### src/rtl/lcd_pkg.sv
// Shared definitions for the HD44780 20x4 text writer: command bytes,
// row base addresses, FSM encodings and small lookup helpers.
package lcd_pkg;

  localparam logic [7:0] FUNC_SET_8B2L = 8'h38;
  localparam logic [7:0] DISP_ON       = 8'h0C;
  localparam logic [7:0] CLEAR         = 8'h01;
  localparam logic [7:0] ENTRY_INC     = 8'h06;
  localparam logic [7:0] SET_DDRAM     = 8'h80;

  localparam int unsigned N_INIT  = 6;
  localparam int unsigned N_CHARS = 20;
  localparam int unsigned N_LINES = 4;

  typedef enum logic [2:0] {
    S_PWRUP,
    S_INIT,
    S_IDLE,
    S_SETTLE,
    S_ADDR,
    S_CHAR
  } lcd_state_e;

  typedef enum logic [1:0] {
    W_IDLE,
    W_SETUP,
    W_PULSE,
    W_WAIT
  } wr_state_e;

  function automatic logic [7:0] init_cmd(input logic [4:0] idx);
    case (idx)
      5'd0, 5'd1, 5'd2: return FUNC_SET_8B2L;
      5'd3:             return DISP_ON;
      5'd4:             return CLEAR;
      default:          return ENTRY_INC;
    endcase
  endfunction

  // DDRAM start address of each visible row on a 20x4 module
  function automatic logic [7:0] row_base(input logic [1:0] line);
    case (line)
      2'd0:    return 8'h00;
      2'd1:    return 8'h40;
      2'd2:    return 8'h14;
      default: return 8'h54;
    endcase
  endfunction

endpackage

### src/rtl/lcd_write_cycle.sv
// One LCD bus write: set RS/DB, strobe E for T_EPW cycles, then hold off
// for the command execution time (longer after CLEAR) and pulse done.
module lcd_write_cycle
  import lcd_pkg::*;
#(
  parameter int unsigned T_EPW = 12,
  parameter int unsigned T_CMD = 2500,
  parameter int unsigned T_CLR = 82000
) (
  input  logic       clk_i,
  input  logic       rst_ni,
  input  logic       start_i,
  input  logic       rs_i,
  input  logic [7:0] byte_i,
  output logic       e_o,
  output logic       rs_o,
  output logic [7:0] db_o,
  output logic       done_o
);

  localparam int unsigned MAX_A = (T_EPW > T_CMD) ? T_EPW : T_CMD;
  localparam int unsigned MAX_T = (MAX_A > T_CLR) ? MAX_A : T_CLR;
  localparam int unsigned CNT_W = $clog2(MAX_T + 1);

  wr_state_e        state_q, state_d;
  logic [CNT_W-1:0] cnt_q, cnt_d;
  logic             e_q, e_d;
  logic             rs_q, rs_d;
  logic [7:0]       db_q, db_d;
  logic             clr_q, clr_d;
  logic             done_q, done_d;
  logic [CNT_W-1:0] wait_last;

  always_ff @(posedge clk_i) begin
    if (!rst_ni) begin
      state_q <= W_IDLE;
      cnt_q   <= '0;
      e_q     <= 1'b0;
      rs_q    <= 1'b0;
      db_q    <= 8'h00;
      clr_q   <= 1'b0;
      done_q  <= 1'b0;
    end else begin
      state_q <= state_d;
      cnt_q   <= cnt_d;
      e_q     <= e_d;
      rs_q    <= rs_d;
      db_q    <= db_d;
      clr_q   <= clr_d;
      done_q  <= done_d;
    end
  end

  assign wait_last = clr_q ? CNT_W'(T_CLR - 1) : CNT_W'(T_CMD - 1);

  // RS/DB only change on a new start, so they stay put through E and beyond
  always_comb begin
    state_d = state_q;
    cnt_d   = cnt_q;
    e_d     = e_q;
    rs_d    = rs_q;
    db_d    = db_q;
    clr_d   = clr_q;
    done_d  = 1'b0;
    case (state_q)
      W_IDLE: begin
        if (start_i) begin
          rs_d    = rs_i;
          db_d    = byte_i;
          clr_d   = !rs_i && (byte_i == CLEAR);
          state_d = W_SETUP;
        end
      end
      W_SETUP: begin
        e_d     = 1'b1;
        cnt_d   = '0;
        state_d = W_PULSE;
      end
      W_PULSE: begin
        if (cnt_q == CNT_W'(T_EPW - 1)) begin
          e_d     = 1'b0;
          cnt_d   = '0;
          state_d = W_WAIT;
        end else begin
          cnt_d = cnt_q + 1'b1;
        end
      end
      W_WAIT: begin
        if (cnt_q == wait_last) begin
          cnt_d   = '0;
          done_d  = 1'b1;
          state_d = W_IDLE;
        end else begin
          cnt_d = cnt_q + 1'b1;
        end
      end
      default: state_d = W_IDLE;
    endcase
  end

  assign e_o    = e_q;
  assign rs_o   = rs_q;
  assign db_o   = db_q;
  assign done_o = done_q;

endmodule

### src/rtl/lcd_text_writer.sv
// Initialises a 20x4 HD44780 LCD in 8-bit mode, then on each Inicio rising
// edge copies the four 20-character text lines selected by DatoW to the display.
module lcd_text_writer
  import lcd_pkg::*;
#(
  parameter int unsigned T_PWRUP = 750000,
  parameter int unsigned T_EPW   = 12,
  parameter int unsigned T_CMD   = 2500,
  parameter int unsigned T_CLR   = 82000
) (
  input  logic         CLK,
  input  logic         Reset,
  input  logic         Inicio,
  input  logic [159:0] Dato_LCD,
  output logic [1:0]   DatoW,
  output logic         LCD_E,
  output logic         LCD_RS,
  output logic         LCD_RW,
  output logic [7:0]   LCD_DB,
  output logic         Ocupado,
  output logic         Listo
);

  localparam int unsigned CNT_MAX = (T_PWRUP > T_CLR) ? T_PWRUP : T_CLR;
  localparam int unsigned CNT_W   = $clog2(CNT_MAX + 1);

  lcd_state_e       state_q, state_d;
  logic [CNT_W-1:0] cnt_q, cnt_d;
  logic [4:0]       idx_q, idx_d;
  logic [1:0]       line_q, line_d;
  logic [159:0]     text_q, text_d;
  logic             pend_q, pend_d;
  logic             ocup_q, ocup_d;
  logic             listo_q, listo_d;
  logic             in_q, in_prev_q;
  logic             in_rise;

  logic             wr_start;
  logic             wr_rs;
  logic [7:0]       wr_byte;
  logic             wr_done;

  function automatic logic [7:0] char_at(input logic [159:0] text, input logic [4:0] idx);
    logic [7:0] c;
    c = 8'h20;
    for (int k = 0; k < int'(N_CHARS); k++) begin
      if (idx == 5'(k)) c = text[159 - 8*k -: 8];
    end
    return c;
  endfunction

  always_ff @(posedge CLK) begin
    if (!Reset) begin
      state_q   <= S_PWRUP;
      cnt_q     <= '0;
      idx_q     <= '0;
      line_q    <= '0;
      text_q    <= '0;
      pend_q    <= 1'b0;
      ocup_q    <= 1'b1;
      listo_q   <= 1'b0;
      in_q      <= 1'b0;
      in_prev_q <= 1'b0;
    end else begin
      state_q   <= state_d;
      cnt_q     <= cnt_d;
      idx_q     <= idx_d;
      line_q    <= line_d;
      text_q    <= text_d;
      pend_q    <= pend_d;
      ocup_q    <= ocup_d;
      listo_q   <= listo_d;
      in_q      <= Inicio;
      in_prev_q <= in_q;
    end
  end

  // Edge is tracked in every state, so a level held through a pass never re-triggers
  assign in_rise = in_q && !in_prev_q;

  always_comb begin
    state_d  = state_q;
    cnt_d    = cnt_q;
    idx_d    = idx_q;
    line_d   = line_q;
    text_d   = text_q;
    pend_d   = pend_q;
    ocup_d   = ocup_q;
    listo_d  = 1'b0;
    wr_start = 1'b0;
    wr_rs    = 1'b0;
    wr_byte  = 8'h00;
    case (state_q)
      S_PWRUP: begin
        if (cnt_q == CNT_W'(T_PWRUP - 1)) begin
          cnt_d   = '0;
          idx_d   = '0;
          state_d = S_INIT;
        end else begin
          cnt_d = cnt_q + 1'b1;
        end
      end
      S_INIT: begin
        wr_byte  = init_cmd(idx_q);
        wr_start = !pend_q;
        if (!pend_q) begin
          pend_d = 1'b1;
        end else if (wr_done) begin
          pend_d = 1'b0;
          if (idx_q == 5'(N_INIT - 1)) begin
            idx_d   = '0;
            ocup_d  = 1'b0;
            state_d = S_IDLE;
          end else begin
            idx_d = idx_q + 5'd1;
          end
        end
      end
      S_IDLE: begin
        if (in_rise) begin
          ocup_d  = 1'b1;
          line_d  = 2'd0;
          state_d = S_SETTLE;
        end
      end
      S_SETTLE: begin
        text_d  = Dato_LCD;
        state_d = S_ADDR;
      end
      S_ADDR: begin
        wr_byte  = SET_DDRAM | row_base(line_q);
        wr_start = !pend_q;
        if (!pend_q) begin
          pend_d = 1'b1;
        end else if (wr_done) begin
          pend_d  = 1'b0;
          idx_d   = '0;
          state_d = S_CHAR;
        end
      end
      S_CHAR: begin
        wr_rs    = 1'b1;
        wr_byte  = char_at(text_q, idx_q);
        wr_start = !pend_q;
        if (!pend_q) begin
          pend_d = 1'b1;
        end else if (wr_done) begin
          pend_d = 1'b0;
          if (idx_q == 5'(N_CHARS - 1)) begin
            idx_d = '0;
            if (line_q == 2'(N_LINES - 1)) begin
              listo_d = 1'b1;
              ocup_d  = 1'b0;
              state_d = S_IDLE;
            end else begin
              line_d  = line_q + 2'd1;
              state_d = S_SETTLE;
            end
          end else begin
            idx_d = idx_q + 5'd1;
          end
        end
      end
      default: state_d = S_PWRUP;
    endcase
  end

  lcd_write_cycle #(
    .T_EPW (T_EPW),
    .T_CMD (T_CMD),
    .T_CLR (T_CLR)
  ) u_wr (
    .clk_i   (CLK),
    .rst_ni  (Reset),
    .start_i (wr_start),
    .rs_i    (wr_rs),
    .byte_i  (wr_byte),
    .e_o     (LCD_E),
    .rs_o    (LCD_RS),
    .db_o    (LCD_DB),
    .done_o  (wr_done)
  );

  assign LCD_RW  = 1'b0;
  assign DatoW   = line_q;
  assign Ocupado = ocup_q;
  assign Listo   = listo_q;

endmodule

### config.mk
export PLATFORM = sky130hd
export DESIGN_NAME = lcd_text_writer
export DESIGN_NICKNAME = d
export VERILOG_FILES = /design/src/rtl/lcd_pkg.sv /design/src/rtl/lcd_write_cycle.sv /design/src/rtl/lcd_text_writer.sv
export SDC_FILE = /design/constraint.sdc
export NUM_CORES = 1
export LEC_CHECK = 0
export CORE_UTILIZATION = 40
export CTS_BUF_LIST = sky130_fd_sc_hd__clkbuf_2 sky130_fd_sc_hd__clkbuf_4 sky130_fd_sc_hd__clkbuf_8
export DETAILED_ROUTE_END_ITERATION = 7
export PLACE_DENSITY_LB_ADDON = 0.1
export SLEW_MARGIN = 10
export SYNTH_ARGS = -nofsm -noshare
export SYNTH_HDL_FRONTEND = slang
export SYNTH_SLANG_ARGS = --single-unit
### constraint.sdc
create_clock -name CLK -period 2.7 [get_ports CLK]
set_clock_uncertainty 0.15 [all_clocks]
set_input_delay 0.405 -clock CLK [delete_from_list [all_inputs] [get_ports CLK]]
set_output_delay 0.405 -clock CLK [all_outputs]
set_load 0.03 [all_outputs]
# Word-level counts from Yosys, hierarchy flattened

Cells that the tools add are included.

Add/subtract/negate cells: 4
Equal/unequal tests: 49
Mux-type cells: 77
Reduce and logical (&&, ||, !) cells: 25

Operators by type and width:

| kind                    | number |
|---|---|
| $mux W8                 | 20 |
| $mux W17                | 3 |
| $pmux W17 S3            | 1 |
| $mux W5                 | 9 |
| $eq A5 B4 Y1 const B    | 8 |
| $mux W3                 | 10 |
| $pmux W8 S3             | 1 |
| $pmux W7 S3             | 1 |
| $add A20 B1 Y20 const B | 1 |
| $eq A20 B20 Y1 const B  | 1 |
| $eq A5 B3 Y1 const B    | 4 |
| $eq A5 B5 Y1 const B    | 4 |
| $mux W20                | 1 |
| $pmux W5 S4             | 1 |
| $ne A2 B2 Y1 const B    | 9 |
| $pmux W3 S6             | 1 |
| $pmux W6 S3             | 1 |
| $add A17 B1 Y17 const B | 1 |
| $eq A17 B17 Y1          | 1 |
| $eq A17 B4 Y1 const B   | 1 |
| $mux W1                 | 16 |
| $mux W2                 | 8 |
| $ne A2 B1 Y1 const B    | 6 |
| $eq A5 B2 Y1 const B    | 2 |
| other kinds (29)        | 44 |

Bits in registers: 226
Output and inout bits: 15
Logic and storage cells: 172

# Logic depth before layout (Yosys ltp)

Gate-level depths: netlist of run 1.

Depth in word-level cells: 24
Depth in mapped cells: 12
Gate-level depth less buffers: 9

# Cells and area by module

A second synthesis of run 1 with hierarchy kept.

Cell total of the unflattened synthesis: 1548
Area, all modules: 11658.7 sq um

By module, submodules not included:

| module          | instances | cells each | area each (sq um) |
|---|---|---|---|
| lcd_text_writer | 1         | 1347       | 10043.4 |
| lcd_write_cycle | 1         | 201        | 1615.3 |

# Least setup slack after synthesis of run 1

OpenSTA, ideal clock, no wires.

Path kind: register to register
Start: register idx_q[0]
End: register u_wr.db_q[0] (netlist: u_wr.db_o[0])
Setup time: 0.131 ns
Data arrival time: 2.733 ns
Data required time: 2.419 ns
Path slack: -0.314 ns
Stages on the path, launching flop included: 13
Path buffers: 4
Clock period less this slack: 3.014 ns
Cell sequence: dfxtp_1 ha_1 clkbuf_1 buf_1 buf_1 and3_1 ha_1 clkbuf_1 a21oi_1 a221oi_1 o2bb2ai_1 a31oi_1 a21oi_1

Word-level cells in the longest chain between the ends: 22
Elaborated cells between the ends (all ways): 43
Those cells by class: eq/ne (19); mux (22); reduce/logical (2)

RTL lines:

| what                   | line                                 | RTL |
|---|---|---|
| start, declared        | lcd_text_writer.sv:29                | `logic [4:0] idx_q, idx_d;` |
| start signal, assigned | lcd_text_writer.sv:67                | `idx_q <= idx_d;` |
| $logic_not A5 Y1       | lcd_pkg.sv:32, lcd_text_writer.sv:47 |  |
| $mux W8 (20 in series) | lcd_text_writer.sv:47                | `if (idx == 5'(k)) c = text[159 - 8*k -: 8];` |
| $pmux W8 S3 *          | lcd_text_writer.sv:93                | `case (state_q)` |
| end signal, assigned   | lcd_write_cycle.sv:40                | `db_q <= 8'h00;` |
| end signal, assigned   | lcd_write_cycle.sv:48                | `db_q <= db_d;` |
| end, declared          | lcd_write_cycle.sv:29                | `logic [7:0] db_q, db_d;` |

Every way passes the cells marked *; elsewhere a longest branch is shown, timed or not.
A chain may end at the register's enable or synchronous reset.

# Final worst setup path of run 1

Start: register idx_q[0]
End: register u_wr.db_q[6] (netlist: u_wr.db_o[6])

Word-level cells in the longest chain between the ends: 22
Elaborated cells between the ends (all ways): 41
Those cells by class: eq/ne (19); mux (21); reduce/logical (1)

RTL lines:

| what                   | line |
|---|---|
| $logic_not A5 Y1       | lcd_text_writer.sv:47 |
| $mux W8 (19 in series) | lcd_text_writer.sv:47 |
| $mux W8 *              | lcd_text_writer.sv:47 |
| $pmux W8 S3 *          | lcd_text_writer.sv:93 |

Marks and branches as above.

==> summary.md, run 1 <==
| Metric | Value |
|---|---|
| Hold Vio Cnt, Final | 0 |
| Crit path required time | 2950 ps |
| H-tree Lvls | 2 |
| Flops & latches, synth | 226 |
| Placer's final routability congestion estimate | 0.951 |
| Period Utilization, post-route | 97.5% |
| Postcts setup bufs | 0 |
| Clk Latency, worst-skew pair | 540 ps |
| Critical Path End Type | flip-flop |
| Reg-to-reg startpoint | idx_q[0] |
| Global Route Usage Sum | 25.5% |
| Reg-to-reg setup timing slack | 70 ps |
| Critical Path Start Type | flip-flop |
| EDFF count, synth | 0 |
| Die X-Extent | 169 microns |
| Clk Tree Root Cell | clkbuf_8 |
| Max Cap Viol | 0 |
| Die Ht | 169 microns |
| Post-Syn Area per Cell | 7.38 sq um |
| Nets | 1870 |
| Class of the worst hold path | input pin to flip-flop |
| Final std cells w/o fill | 2082 |
| Largest net degree at the start of global routing | 107 |
| CTS tree | done |
| IO Pins | 178 |
| Die area | 28700 sq um |
| CTS Hold Bufs | 0 |
| Worst R2R Path Depth | 9 |
| Clock transition at the registers of the reported paths | 60 ps |
| CTS max path bufs | 3 |
| Initial DRC count | 948 |
| Asr flop ratio synth | 0% |
| First-pass detailed-route iteration total | 6 |
| ANT cells | 0 |
| Most frequent cells after synthesis | nand2_1 (401), a21oi_1 (244), dfxtp_1 (226) |
| Total Power | 7.51 mW |
| Cell taking the most area after synthesis | dfxtp_1 |
| Total CTS buffers | 40 |
| R2r endpoint | u_wr.db_o[6] |
| Starting Density | 41.2% |
| Syn Inst Count | 1518 |
| Ys Warns | 0 |
| Post-Place Cells | 2023 |
| DRC Markers | 0 |
| Core area | 27200 sq um |
| Status | complete, no violations |
| WL/cell | 17.9 microns |
| First-pass GRT wire length | 58400 microns |
| Initial antenna violation count | 0 |
| Share of the synthesized area in the top cell type | 40.4% |
| Total global routing overflow | 0 |
| # setup viols final | 0 |
| Max_slew headroom | 54.4% |
| Pwr per Cell Area | 519 nW/um^2 |
| Number of port buffers | 176 |
| Area Overhead vs Synth | 29.1% |
| Fin. max-slew vios | 0 |
| Top FF cell, synth | dfxtp_1 |
| Cell with the most instances after synthesis | nand2_1 |
| Largest cells by area after synthesis | dfxtp_1 (40%), nand2_1 (13%), a21oi_1 (11%) |
| Max Fclk | 380 MHz |
| Cell Area, Synth | 11200 sq um |
| WP data arrival | 2890 ps |
| Critical path destination | u_wr.db_o[6] |
| Category of the most critical setup path | flip-flop to flip-flop |
| Layout cells sized above 1 | 9.77% |
| Critical Path Fanout Max | 8 |
| Worst Max-Slew Pin Slew | 684 ps |
| Vias per inst | 5.41 |
| Post-layout min period | 2630 ps |
| Syn Nets | 1695 |
| Critical path launch point | idx_q[0] |
| Post-DRT Antenna Nets | 0 |
| Routed via count | 11300 |
| CTS sink count | 226 |
| Cell Rows | 60 |
| Register area share after synthesis | 40.4% |
| Distinct cells, synth | 86 |
| DPL Wire Length | 27300 microns |
| Vias in the first global route | 10700 |
| Peak supply drop | 0.260 mV |
| Routed WL | 37200 microns |
| Pleak | 4.89 nW |
## how the worst min path moves through the flow
stage                       start          end  cells past startpoint
finish              Dato_LCD[116]  text_q[116]                      3
global route        Dato_LCD[104]  text_q[104]                      3
CTS                 Dato_LCD[116]  text_q[116]                      3
detailed placement    text_q[137]  text_q[137]                      2
global placement      text_q[143]  text_q[143]                      2
floorplan                    in_q    in_prev_q                      1
## registers in the layout, indices dropped and copies added (netlist names)
name          count
u_wr.done_o       1
pend_q            1
state_q           3
in_prev_q         1
in_q              1
Ocupado           1
u_wr.db_o         8
cnt_q            20
u_wr.state_q      2
DatoW             2
text_q          160
idx_q             5
u_wr.cnt_q       17
u_wr.clr_q        1
u_wr.e_o          1
u_wr.rs_o         1
Listo             1
## timing repair
item | CTS | global route
pin swaps | 0 | 2
setup endpoints to repair | 3 | 7
gates resized for setup | 3 | 10
## final cells by class
cell class                 instances  area (sq um)
sequential                       226          4530
fill                            2702         12700
clock inverter                     1          30.0
multi-input combinational       1145          6170
tap                              372           465
clock buffer                      58           736
inverter                          32           123
timing repair buffer             248          2410
## report_power, final
group	switching (mW)	internal, mW	leakage [nW]
Combinational	0.469	0.452	2.67
Clock	1.33	1.81	0.405
Sequential	0.0597	3.40	1.82
## through the flow
stage | setup TNS (ps) | worst slack [ps] | util, % | instance area (sq um) | hold WS, ps
2_1_floorplan | 0 | 29.9 | - | 11200 | 280
3_3_place_gp | 0 | 75.4 | 50.2 | 13600 | 290
3_5_place_dp | -1.73 | -1.73 | 50.2 | 13600 | 294
4_1_cts | 0 | 8.54 | 53.1 | 14400 | 239
5_1_grt | -16.4 | -16.4 | 53.2 | 14500 | 250
6_report | 0 | 67.4 | 53.2 | 14500 | 264
## worst max-delay path: stages, from the launching register on
cell      delay (ps)
dfxtp_2          400
ha_1             300
and3_1           220
ha_1             200
inv_1            180
or3_1            380
o211ai_1         100
a31oi_1          130
o21ai_0          330
a31oi_1           90
## metal layers
| metal | part of all wire, % | vias up | wire length, microns | global-route usage (%) |
|---|---|---|---|---|
| met4 | 2.3 | 0 | 855 | 7.72 |
| met1 | 47 | 5243 | 17700 | 36.0 |
| met2 | 45 | 349 | 16600 | 40.3 |
| met3 | 5.6 | 59 | 2070 | 3.61 |
| li1 | - | 5623 | - | - |
| met5 | 0 | - | 0 | 0 |
## logic make-up (layout without fill, tap and decap cells)
logic type | Yosys count | count (layout) | share of synthesized area (%)
and+or+nand+nor | 668 | 668 | 27.5
muxes | 7 | 7 | 0.637
xor gates and xnor gates | 17 | 17 | 1.33
other | 1 | 1 | 0.0335
buffers and inverters | 147 | 339 | 5.17
adders and majority gates | 14 | 14 | 1.56
AOI/OAI and AO/OA | 438 | 438 | 23.4
DFF | 226 | 226 | 40.4
## layout by cell type (no fill, tap or decap), types with 18 or more instances in the layout
master,n
o21ai_0,51
dfxtp_1,224
nand2b_1,23
a21oi_1,244
nor3_1,18
clkdlybuf4s50_1,176
inv_1,31
a31oi_1,21
buf_4,63
nor2_1,75
nand2_1,401
clkbuf_8,48
nand3_1,31
No activity file was read; power rests on OpenSTA's default activity.
==> run 2: changes to the inputs <==
CTS_CLUSTER_DIAMETER = 80   (was unset)
==> results of run 2 <==
The final DEF is identical to that of run 1; final timing and power are the same.
==> run 3: changes to the inputs <==
CTS_CLUSTER_DIAMETER = unset   (was 80)
==> results of run 3 <==
The final DEF is identical to that of run 1; final timing and power are the same.
